`src/rtl/reduce_unit_scheduler.sv`:
```
// Round-robin scheduler that time-shares one combinational 4-bit reduction unit among NUM_REQ requesters.
// Define REDUCE_SCHED_STATS_EN to add txn_count, an 8-bit saturating count of response handshakes.
module reduce_unit_scheduler #(
   parameter int NUM_REQ = 4,
   parameter int DATA_W  = 4,
   parameter int ID_W    = 2
) (
   input  logic                      clk,
   input  logic                      reset,
   input  logic [NUM_REQ-1:0]        req_valid,
   input  logic [NUM_REQ*DATA_W-1:0] req_data,
   output logic [NUM_REQ-1:0]        req_ready,
   output logic [DATA_W-1:0]         unit_in,
   input  logic                      unit_out_1,
   input  logic                      unit_out_2,
   output logic                      rsp_valid,
   input  logic                      rsp_ready,
   output logic [ID_W-1:0]           rsp_id,
   output logic                      rsp_out_1,
   output logic                      rsp_out_2,
   output logic                      busy
`ifdef REDUCE_SCHED_STATS_EN
   ,
   output logic [7:0]                txn_count
`endif
);

   typedef enum logic [1:0] {IDLE, EVAL, RESP} state_e;

   state_e            state_q, state_d;
   logic [ID_W-1:0]   last_grant_q, id_q, rsp_id_q;
   logic [ID_W-1:0]   grant_idx, scan_idx;
   logic              grant_found, accept;
   logic [DATA_W-1:0] op_q;
   logic              rsp_out_1_q, rsp_out_2_q;
   logic [DATA_W-1:0] req_ops [NUM_REQ];

   for (genvar k = 0; k < NUM_REQ; k++) begin : g_ops
      assign req_ops[k] = req_data[k*DATA_W +: DATA_W];
   end

   // Scan starts one past the last grant so the requester just served ranks last.
   always_comb begin
      grant_found = 1'b0;
      grant_idx   = '0;
      scan_idx    = last_grant_q;
      for (int i = 0; i < NUM_REQ; i++) begin
         scan_idx = (scan_idx == ID_W'(NUM_REQ-1)) ? '0 : scan_idx + ID_W'(1);
         if (!grant_found && req_valid[scan_idx]) begin
            grant_found = 1'b1;
            grant_idx   = scan_idx;
         end
      end
   end

   // NOTE: every output of this block gets a default first, so no path can infer a latch.
   always_comb begin
      state_d   = state_q;
      req_ready = '0;
      accept    = 1'b0;
      unique case (state_q)
         IDLE: begin
            if (grant_found && !reset) begin
               req_ready[grant_idx] = 1'b1;
               accept               = 1'b1;
               state_d              = EVAL;
            end
         end
         EVAL:    state_d = RESP;
         RESP:    if (rsp_ready) state_d = IDLE;
         default: state_d = IDLE;
      endcase
   end

   // NOTE: sequential state uses non-blocking assignments so every register samples pre-edge values.
   always_ff @(posedge clk) begin
      if (reset) state_q <= IDLE;
      else       state_q <= state_d;
   end

   always_ff @(posedge clk) begin
      if (reset) begin
         op_q         <= '0;
         id_q         <= '0;
         last_grant_q <= ID_W'(NUM_REQ-1);
         rsp_id_q     <= '0;
         rsp_out_1_q  <= 1'b0;
         rsp_out_2_q  <= 1'b0;
      end else begin
         if (accept) begin
            op_q         <= req_ops[grant_idx];
            id_q         <= grant_idx;
            last_grant_q <= grant_idx;
         end
         if (state_q == EVAL) begin
            rsp_out_1_q <= unit_out_1;
            rsp_out_2_q <= unit_out_2;
            rsp_id_q    <= id_q;
         end
      end
   end

   assign unit_in   = op_q;
   assign rsp_valid = (state_q == RESP);
   assign rsp_id    = rsp_id_q;
   assign rsp_out_1 = rsp_out_1_q;
   assign rsp_out_2 = rsp_out_2_q;
   assign busy      = (state_q != IDLE);

`ifdef REDUCE_SCHED_STATS_EN
   logic [7:0] txn_count_q;
   logic       rsp_fire;

   assign rsp_fire = rsp_valid & rsp_ready;

   always_ff @(posedge clk) begin
      if (reset)                              txn_count_q <= '0;
      else if (rsp_fire && txn_count_q != 8'hFF) txn_count_q <= txn_count_q + 8'd1;
   end

   assign txn_count = txn_count_q;
`endif

endmodule

```
`config.mk`:
```
export PLATFORM = sky130hd
export DESIGN_NAME = reduce_unit_scheduler
export DESIGN_NICKNAME = d
export VERILOG_FILES = /design/src/rtl/reduce_unit_scheduler.sv
export SDC_FILE = /design/constraint.sdc
export NUM_CORES = 1
export LEC_CHECK = 0
export BUFFER_PORTS_ARGS = -buffer_cell sky130_fd_sc_hd__buf_2
export CORE_MARGIN = 2
export CORE_UTILIZATION = 44
export DETAILED_ROUTE_END_ITERATION = 8
export GPL_ROUTABILITY_DRIVEN = 0
export PLACE_DENSITY = 0.75
export SYNTH_ARGS = -nofsm -noshare
export SYNTH_HDL_FRONTEND = slang
export SYNTH_SLANG_ARGS = --single-unit
```
`constraint.sdc`:
```
create_clock -name clk -period 2.3 [get_ports clk]
set_clock_uncertainty 0.1 [all_clocks]
set_input_delay 0.46 -clock clk [delete_from_list [all_inputs] [get_ports clk]]
set_output_delay 0.46 -clock clk [all_outputs]
set_load 0.03 [all_outputs]
```
==> qor.csv, run 1 <==
stage;metric;value;unit
sta;setup tns final;-0.625;ns
worst_setup_path;WS Path Type;flip-flop to primary output;
clock_tree;Clk Latency, worst-skew pair;0.28;ns
clock_tree;CTS root buffer;clkbuf_4;
sta;worst slew pin tran;0.361;ns
synth;ranking of synthesized cells by area;dfxtp_1, mux2i_1, a21oi_1;
final_layout;most common cell after layout, fill and taps aside;buf_2;
worst_setup_path;crit path max fanout;4;
drt;DRC Markers;0;
global_routing;first-pass GRT wire length;3.04;mm
synth;Synth Area in Adders;1.55;%
global_routing;GRT Total Usage;19.5;%
place;DP HPWL;1.49;mm
power;sw frac;38.1;%
drt;Detail Route Antenna Nets;0;
drt;First-pass DRT Iterations;4;
synth;largest family of logic cells by synthesized area;compound AO/OA/AOI/OAI gates;
power;Sequential Power Share;31.7;%
worst_setup_path;Reg2Reg Depth;9;
sta;endpoints failing setup;4;
power;Worst IR Drop VDD;0.640;mV
final_layout;fraction of layout instances using a drive strength above 1;50.7;%
worst_setup_path;worst reg2reg setup slack;0.32;ns
place;post-place instance area;1080;um2
min_path;hold depth;3;
floorplanning;DIE AREA;2190;um2
clock_tree;maximum clock path buffer count;2;
worst_setup_path;WP buf/inv;1;
power;Pwr Total;0.000973;W
synth;xor and xnor area share after synthesis;0;%
sta;final hold vios;0;
sta;min Tclk post-route;2.47;ns
final_layout;commonest cells after routing, fill and taps aside;buf_2, a21oi_1, mux2i_1, dfxtp_1, buf_4;
worst_setup_path;Critical Path Sink Type;primary output;
worst_setup_path;cell depth of the worst setup path;7;
final_layout;Util after Layout;72.0;%
power;PD cells;783;nW/um2
sta;Fmax;404;MHz
final_layout;Final Cell Area;1240;um2
synth;#FFs+latches synth;14;
worst_setup_path;Crit path max-delay family;simple AND/OR/NAND/NOR gates;
clock_tree;CTS HTree Levels;1;
global_routing;Remaining Overflow, GRT;0;
synth;synth unique cells;23;
sta;post-route worst setup slack;-0.174;ns
synth;synthesized area;807;um2
floorplanning;floorplan row count;15;
synth;share of the synthesized area in the top cell type;34.7;%
floorplanning;die height;46.8;um
global_routing;largest net degree at the start of global routing;16;
synth;register area share after synthesis;34.7;%
synth;compound-cell area share of the yosys netlist;27.0;%
synth;cell count after synthesis;95;
drt;post-DR vias/cell;5.01;
sta;Max-slew headroom;75.9;%
drt;initial DRC count;10;
floorplanning;die width;46.8;um
global_routing;vias in the first global route;763;
floorplanning;initial core utilization;46.7;%
synth;simple-gate share of the synthesized area;18.6;%
synth;syn_nets;121;
status;failing checks;setup timing;
synth;Avg Inst Size Synth;8.49;um2
power;P_sw;0.000371;W
worst_setup_path;crit-path cells;ha_4 > or2_4 > or3_4 > o211ai_1 > nand2_2 > nor2_2 > buf_6;
final_layout;Antenna diodes;0;
clock_tree;CTS clk-pin slew, worst paths;0.08;ns
worst_setup_path;Critical Path AT;1.91;ns
power;Cell Int Power;0.000602;W
power;part of the total power dissipated in the clock network;18.1;%
sta;crit share post-route;108;%
drt;Routed WL;2.07;mm
drt;wire length per cell;11.9;um
global_routing;initial antenna violation count;0;
worst_setup_path;Data required, critical path;1.74;ns
floorplanning;io pins;39;
clock_tree;Num CTS Buffers;3;
synth;cell taking the most area after synthesis;dfxtp_1;
worst_setup_path;nature of the critical path startpoint;flip-flop;
synth;Ys Warns;0;
min_path;hold crit path type;input pin to flip-flop;
synth;post-synthesis mux area share;14.9;%
floorplanning;core area;1730;um2
clock_tree;CTS tree;built;
flow_run;max-cap violations;0;
power;Comb power frac;50.2;%
place;port bufs;38;
sta;RSZ-0062 raised after global routing;yes;
clock_tree;CTS sink cnt;14;
final_layout;Layout area overhead;54.0;%
status;status;finished with violations;
worst_setup_path;Slowest-stage cell, CP;or3_4;
worst_setup_path;CP max stage delay;0.38;ns
final_layout;Nets;175;
sta;max-slew violation count;0;
drt;via count;867;
power;leakage power;0.585;nW
final_layout;filler instances;139;
-- tightest hold or removal path, cell delays in order --
cell and delay, ns:
buf_2 0.07, mux2i_1 0.05, nor2_1 0.08
-- power by group through the flow --
stage	clock network (W)	logic, W	registers (W)
after floorplan	0	0.000247	0.000345
after global placement	0	0.000401	0.000306
after detailed placement	0	0.000407	0.000309
after CTS	0.000182	0.000467	0.000308
after global routing	0.000191	0.000533	0.000312
final	0.000176	0.000489	0.000308
-- metrics by stage --
step / hold slack (ns) / cells / setup WS (ns)
after floorplan: 0.336 / 95 / -0.0372
after global placement: 0.345 / 163 / 0.0551
after detailed placement: 0.348 / 163 / 0.0172
after CTS: 0.317 / 172 / -0.169
after global routing: 0.321 / 173 / -0.263
final: 0.318 / 173 / -0.174
-- cell usage after synthesis (all sizes together) --
library cell and count:
a311oi 1, or4 1, inv 3, nand2 12
clkbuf 2, o2111ai 1, and2 1, mux2i 12
o2bb2ai 4, buf 1, or2 1, dfxtp 14
nor2b 1, or3 1, o211ai 1, o21ai 1
ha 1, a21oi 22, nand2b 4, nor2 11
-- registers in the layout, summed over array words and instances, names as in the netlist --
register      count
id_q              2
last_grant_q      2
rsp_id            2
rsp_out_1         1
rsp_out_2         1
state_q           2
unit_in           4
-- cells by family (layout without fill, tap and decap cells) --
| family | Yosys count | after routing |
|---|---|---|
| DFF | 14 | 14 |
| AOI/OAI and AO/OA | 30 | 30 |
| buffers and inverters | 6 | 59 |
| muxes | 12 | 12 |
| and+or+nand+nor | 32 | 32 |
| adders and majority gates | 1 | 1 |
-- layer usage --
layer / wire (um) / GRT usage, % / vias to the layer above
li1: - / - / 447
met1: 866 / 20.6 / 383
met2: 1030 / 38.1 / 37
met3: 169 / 6.92 / 0
met4: 0 / 1.67 / 0
met5: 0 / 0 / -
-- layout make-up --
class                   instances  area, um2  area share [%]
multi-input cells              75        553            44.5
inverters                       3       11.3           0.906
clock buffers                   4       36.3            2.92
flip-flops and latches         14        283            22.8
well taps                      25       31.3            2.52
repair buffers                 52        328            26.4
-- repair_timing --
item                                    CTS  global route
hold buffers                              0             0
pin swaps                                 3             3
endpoints found under the setup margin    4             4
setup buffers                             5             1
hold endpoints to repair                  0             0
gates resized for setup                  15             7
-- final timing paths --
kind	startpoint	endpoint
min	unit_out_1	rsp_out_1
min reg2reg	id_q[0]	id_q[0]
max	last_grant_q[0]	req_ready[1]
max reg2reg	last_grant_q[0]	unit_in[3]
Power figures use the tool's default switching activity.
==> inputs of run 2 (changes only) <==
CORE_UTILIZATION = 47   (was 44)
CTS_BUF_LIST = sky130_fd_sc_hd__clkbuf_4   (was not set)
PLACE_DENSITY = 0.79   (was 0.75)
==> run 2 against run 1 <==
The flow still finishes with violations (setup timing). Sequential power barely moved. Sequential share of layout area grew 1.5 points. Clock power is 18% lower. Worst hold slack worse by 0.0056 ns. Critical endpoint unchanged. Power fell by 6.0%. Non-clock buffer count down 3. Via count increased by 0.35%. Die area is 5.8% lower. Fmax is 0.63% lower. Flip-flop and latch count stayed put. Worst setup slack got worse by 0.016 ns.
==> qor.csv, run 2 (synthesized netlist as in run 1, its figures left out) <==
stage;metric;value;unit;change
status;status;finished with violations;;
status;failing checks;setup timing;;
sta;RSZ-0062 raised after global routing;yes;;
drt;First-pass DRT Iterations;4;;unchanged
sta;final hold vios;0;;unchanged
final_layout;Nets;172;;-1.7%
floorplanning;core area;1560;um2;-9.7%
power;leakage power;0.555;nW;-5.1%
drt;initial DRC count;16;;+6
drt;Routed WL;2.16;mm;+4.3%
drt;wire length per cell;13.4;um;+12%
worst_setup_path;crit-path cells;ha_4 > or2_1 > or3_4 > o211ai_1 > nand2_1 > nor2_2 > buf_6;;
drt;DRC Markers;0;;unchanged
min_path;hold depth;3;;unchanged
sta;worst slew pin tran;0.363;ns;+0.00238 ns
place;DP Worst Slack;0.0583;ns;+0.0411 ns
sta;min Tclk post-route;2.49;ns;+0.0156 ns
sta;Fmax;402;MHz;-0.63%
floorplanning;die height;45.4;um;-3.0%
sta;setup tns final;-0.722;ns;-0.0975 ns
worst_setup_path;CP max stage delay;0.38;ns;about the same
floorplanning;floorplan row count;14;;-1
worst_setup_path;Slowest-stage cell, CP;or3_4;;
drt;Detail Route Antenna Nets;0;;unchanged
min_path;hold crit path type;input pin to flip-flop;;
worst_setup_path;crit path max fanout;3;;-1
clock_tree;CTS root buffer;clkbuf_4;;
worst_setup_path;Setup crit start;last_grant_q[0];;
sta;Max-slew headroom;75.8;%;about the same
clock_tree;Clk Latency, worst-skew pair;0.28;ns;about the same
final_layout;fraction of layout instances using a drive strength above 1;46.2;%;-4.5 points
floorplanning;initial core utilization;51.8;%;+5.0 points
clock_tree;CTS HTree Levels;1;;unchanged
global_routing;vias in the first global route;836;;+9.6%
global_routing;initial antenna violation count;0;;unchanged
final_layout;most common cell after layout, fill and taps aside;buf_2;;
floorplanning;DIE AREA;2060;um2;-5.8%
clock_tree;CTS clk-pin slew, worst paths;0.09;ns;about the same
place;port bufs;38;;unchanged
global_routing;largest net degree at the start of global routing;16;;unchanged
place;Cells after DPL;154;;-5.5%
floorplanning;io pins;39;;unchanged
global_routing;GRT Total Usage;22.0;%;+2.5 points
worst_setup_path;Worst R2R End;unit_in[1];;
final_layout;filler instances;109;;-22%
clock_tree;CTS sink cnt;14;;unchanged
worst_setup_path;worst reg2reg startpoint;last_grant_q[0];;
power;Pwr Total;0.000915;W;-6.0%
power;PD cells;784;nW/um2;+0.12%
final_layout;Layout area overhead;44.5;%;
min_path;Hold Startpoint;unit_out_2;;
power;Worst IR Drop VDD;0.550;mV;-14%
flow_run;max-cap violations;0;;unchanged
global_routing;first-pass GRT wire length;3.33;mm;+9.5%
clock_tree;CTS tree;built;;
floorplanning;die width;45.4;um;-3.0%
sta;endpoints failing setup;4;;unchanged
worst_setup_path;Data required, critical path;1.74;ns;about the same
worst_setup_path;Critical Path Sink Type;primary output;;
worst_setup_path;CP endpoint;req_ready[1];;
clock_tree;Num CTS Buffers;3;;unchanged
worst_setup_path;nature of the critical path startpoint;flip-flop;;
worst_setup_path;Reg2Reg Depth;9;;unchanged
place;DP HPWL;1.50;mm;+0.96%
clock_tree;maximum clock path buffer count;2;;unchanged
worst_setup_path;worst reg2reg setup slack;0.25;ns;-0.07 ns
worst_setup_path;WS Path Type;flip-flop to primary output;;
drt;post-DR vias/cell;5.40;;+7.8%
sta;Fin Hold WS;0.312;ns;-0.00560 ns
sta;post-route worst setup slack;-0.190;ns;-0.0156 ns
global_routing;Remaining Overflow, GRT;0;;unchanged
final_layout;commonest cells after routing, fill and taps aside;buf_2, a21oi_1, mux2i_1, dfxtp_1, nand2_1;;
final_layout;max FFs per register;4;;unchanged
final_layout;post-route insts no fill;161;;-6.9%
sta;max-slew violation count;0;;unchanged
clock_tree;hold_buf cts;0;;unchanged
drt;via count;870;;+0.35%
worst_setup_path;Critical Path AT;1.93;ns;+0.02 ns
final_layout;Antenna diodes;0;;unchanged
sta;crit share post-route;108;%;+0.68 points
-- run 2: critical path: cells and delay by family (launching register included) --
kind | cells | cell delay, ns
flip-flops | 1 | 0.35
adder cells (fa/ha/maj) | 1 | 0.16
AO/OA/AOI/OAI | 1 | 0.13
buffers and inverters | 1 | 0.14
AND/OR/NAND/NOR | 4 | 0.88
-- run 2: where the power goes --
part,internal [W],switching [W],total (W)
Combinational,0.000204,0.000258,0.000462
Clock,0.0000630,0.0000819,0.000145
Sequential,0.000280,0.0000280,0.000308
-- run 2: worst min-delay path by stage --
stage                      endpoint  slack (ns)
after CTS                 rsp_out_1        0.32
final                     rsp_out_2        0.31
after detailed placement    id_q[0]        0.36
after global routing      rsp_out_2        0.35
after floorplan             id_q[0]        0.34
after global placement      id_q[1]        0.34
-- run 2: final cells by class --
class	count	area [um2]	share of cell area (%)
clock inverter	1	3.75	0.322
sequential	14	283	24.2
tap	16	20.0	1.72
multi-input combinational	75	537	46.0
inverter	3	11.3	0.966
clock buffer	3	22.5	1.93
timing repair buffer	49	289	24.8
-- run 2: timing repair --
action / in CTS / in global routing
pin swaps: 5 / 4
resized for setup: 9 / 3
setup endpoints to repair: 4 / 4
gates cloned: 0 / 0
buffers inserted: 2 / 1
-- run 2: through the flow --
step | utilization, % | instance area [um2]
3_5_place_dp | 68.6 | 1070
2_1_floorplan | - | 815
3_3_place_gp | 68.6 | 1070
5_1_grt | 74.8 | 1170
6_report | 74.8 | 1170
4_1_cts | 73.4 | 1140
-- run 2: layer usage --
layer	vias up	track usage, %	routed length, um
met5	-	0	0
met4	0	7.65	26
met3	5	3.17	142
met2	33	41.1	1070
met1	396	24.8	917
li1	436	-	-
==> inputs of run 3 (changes only) <==
CORE_UTILIZATION = 35   (was 47)
PLACE_DENSITY = 0.61   (was 0.79)
==> run 3 against run 2 <==
Critical endpoint is now req_ready[0]. Non-clock buffer count unchanged. The flow still finishes with violations (setup timing). Routed wire length is 3.6% lower. First-iteration DRC count fell by 44%. Via count decreased by 2.9%. Largest cell class unchanged. Power fell by 1.0%. Flip-flop and latch count is the same. Count of clock-buffer cells in the layout stayed put.
==> qor.csv, run 3 (synthesized netlist as in run 1, its figures left out) <==
stage;metric;value;unit;change
worst_setup_path;CP endpoint;req_ready[0];;
global_routing;vias in the first global route;807;;-3.5%
power;part of the total power dissipated in the clock network;16.0;%;+0.2 points
floorplanning;io pins;39;;unchanged
status;status;finished with violations;;
clock_tree;maximum clock path buffer count;2;;unchanged
floorplanning;initial core utilization;36.8;%;-15 points
sta;final hold vios;0;;unchanged
status;failing checks;setup timing;;
final_layout;commonest cells after routing, fill and taps aside;buf_2, a21oi_1, mux2i_1, dfxtp_1;;
final_layout;Layout area overhead;45.6;%;
clock_tree;CTS root buffer;clkbuf_4;;
sta;Fin Hold WS;0.285;ns;-0.0270 ns
power;Pwr Total;0.000905;W;-1.0%
drt;via count;845;;-2.9%
worst_setup_path;nature of the critical path startpoint;flip-flop;;
clock_tree;CTS HTree Levels;1;;unchanged
global_routing;initial antenna violation count;0;;unchanged
place;DP Worst Slack;0.0803;ns;+0.0220 ns
final_layout;max FFs per register;4;;unchanged
place;DP HPWL;1.49;mm;-1.1%
sta;crit share post-route;107;%;-1.5 points
drt;DRC Markers;0;;unchanged
sta;Max-slew headroom;75.3;%;-0.49 points
global_routing;first-pass GRT wire length;3.40;mm;+2.3%
final_layout;Final Cell Area;1170;um2;+0.75%
worst_setup_path;crit path max fanout;3;;unchanged
worst_setup_path;WS Path Type;flip-flop to primary output;;
floorplanning;die width;52.0;um;+14%
worst_setup_path;Setup crit start;last_grant_q[0];;
drt;Routed WL;2.08;mm;-3.6%
final_layout;Antenna diodes;0;;unchanged
drt;Detail Route Antenna Nets;0;;unchanged
worst_setup_path;worst reg2reg startpoint;last_grant_q[0];;
flow_run;max-cap violations;0;;unchanged
floorplanning;core area;2190;um2;+41%
power;Comb power frac;50.0;%;-0.5 points
power;P_sw;0.000357;W;-2.8%
worst_setup_path;Worst R2R End;unit_in[3];;
drt;post-DR vias/cell;4.88;;-9.6%
clock_tree;CTS tree;built;;
floorplanning;floorplan row count;17;;+3
place;Cells after DPL;167;;+8.4%
min_path;hold crit path type;input pin to flip-flop;;
final_layout;most common cell after layout, fill and taps aside;buf_2;;
sta;post-route worst setup slack;-0.156;ns;+0.0334 ns
sta;RSZ-0062 raised after global routing;yes;;
worst_setup_path;Critical Path AT;1.90;ns;-0.03 ns
worst_setup_path;Reg2Reg Depth;8;;-1
final_layout;Nets;172;;unchanged
drt;wire length per cell;12.0;um;-10%
place;post-place instance area;1090;um2;+2.1%
sta;Fmax;407;MHz;+1.4%
sta;endpoints failing setup;4;;unchanged
floorplanning;die height;52.0;um;+14%
drt;First-pass DRT Iterations;4;;unchanged
global_routing;Remaining Overflow, GRT;0;;unchanged
power;Worst IR Drop VDD;0.466;mV;-15%
power;Cell Int Power;0.000548;W;+0.15%
power;PD cells;770;nW/um2;-1.8%
global_routing;largest net degree at the start of global routing;15;;-1
clock_tree;Clk Latency, worst-skew pair;0.28;ns;about the same
floorplanning;DIE AREA;2710;um2;+31%
worst_setup_path;Critical Path Sink Type;primary output;;
worst_setup_path;worst reg2reg setup slack;0.32;ns;+0.07 ns
clock_tree;CTS sink cnt;14;;unchanged
final_layout;fraction of layout instances using a drive strength above 1;46.2;%;unchanged
global_routing;GRT Total Usage;16.9;%;-5.1 points
power;sw frac;39.5;%;-0.71 points
clock_tree;CTS clk-pin slew, worst paths;0.09;ns;about the same
sta;max-slew violation count;0;;unchanged
sta;min Tclk post-route;2.46;ns;-0.0334 ns
place;port bufs;38;;unchanged
power;Sequential Power Share;34.0;%;+0.4 points
drt;initial DRC count;9;;-7
sta;worst slew pin tran;0.371;ns;+0.00733 ns
final_layout;post-route insts no fill;173;;+7.5%
clock_tree;Num CTS Buffers;3;;unchanged
worst_setup_path;Data required, critical path;1.74;ns;about the same
min_path;Hold Startpoint;reset;;
power;leakage power;0.556;nW;+0.20%
-- run 3: cell types whose count changed in the layout (fill, tap and decap cells not counted) --
cell | previous run | this run
o21ai_4 | 1 | 0
or2_1 | 1 | 0
buf_4 | 10 | 11
o21ai_2 | 0 | 1
a21oi_2 | 2 | 1
buf_2 | 36 | 35
or2_4 | 0 | 1
a21oi_1 | 19 | 20
-- run 3: worst min-delay path by stage --
| stage | cells past startpoint | to |
|---|---|---|
| 4_1_cts | 2 | state_q[0] |
| 5_1_grt | 2 | state_q[0] |
| 3_3_place_gp | 2 | id_q[1] |
| 6_report | 2 | state_q[0] |
| 2_1_floorplan | 2 | id_q[0] |
| 3_5_place_dp | 2 | id_q[0] |
-- run 3: cell type report --
class | instances | area [um2]
Timing Repair Buffer | 49 | 292
Tap cell | 28 | 35.0
Inverter | 3 | 11.3
Multi-Input combinational cell | 75 | 528
Fill cell | 215 | 1020
Sequential cell | 14 | 283
Clock inverter | 1 | 3.75
Clock buffer | 3 | 22.5
-- run 3: metal layers --
metal	GRT usage (%)	part of all wire (%)	up-vias
met4	5.26	0	0
met3	2.59	6.6	0
met5	0	0	-
met1	20.6	46	376
li1	-	-	439
met2	30.0	47	30
-- run 3: repair_timing --
action | in CTS | in global routing
setup buffers | 2 | 0
hold buffers | 0 | 0
endpoints found under the setup margin | 4 | 4
resized for setup | 11 | 1
pin swaps | 1 | 0
-- run 3: power groups by stage --
| stage | clock, W | sequential, W | combinational, W |
|---|---|---|---|
| 6_report | 0.000145 | 0.000308 | 0.000452 |
| 5_1_grt | 0.000164 | 0.000313 | 0.000494 |
| 4_1_cts | 0.000153 | 0.000307 | 0.000450 |
| 3_5_place_dp | 0 | 0.000308 | 0.000411 |
| 3_3_place_gp | 0 | 0.000307 | 0.000405 |
| 2_1_floorplan | 0 | 0.000345 | 0.000247 |
-- run 3: through the flow --
| stage | util [%] | TNS (ns) |
|---|---|---|
| after CTS | 53.5 | -0.565 |
| after global routing | 53.6 | -0.946 |
| after detailed placement | 49.9 | 0 |
| after global placement | 49.9 | 0 |
| after floorplan | - | -0.0864 |
| final | 53.6 | -0.572 |
-- run 3: critical path, stage by stage, from the launching register on --
cell and delay [ns]:
dfxtp_2 0.35, ha_4 0.16, or2_4 0.23, or3_4 0.38
o211ai_1 0.11, nand2_1 0.14, nor2_2 0.12, buf_6 0.14
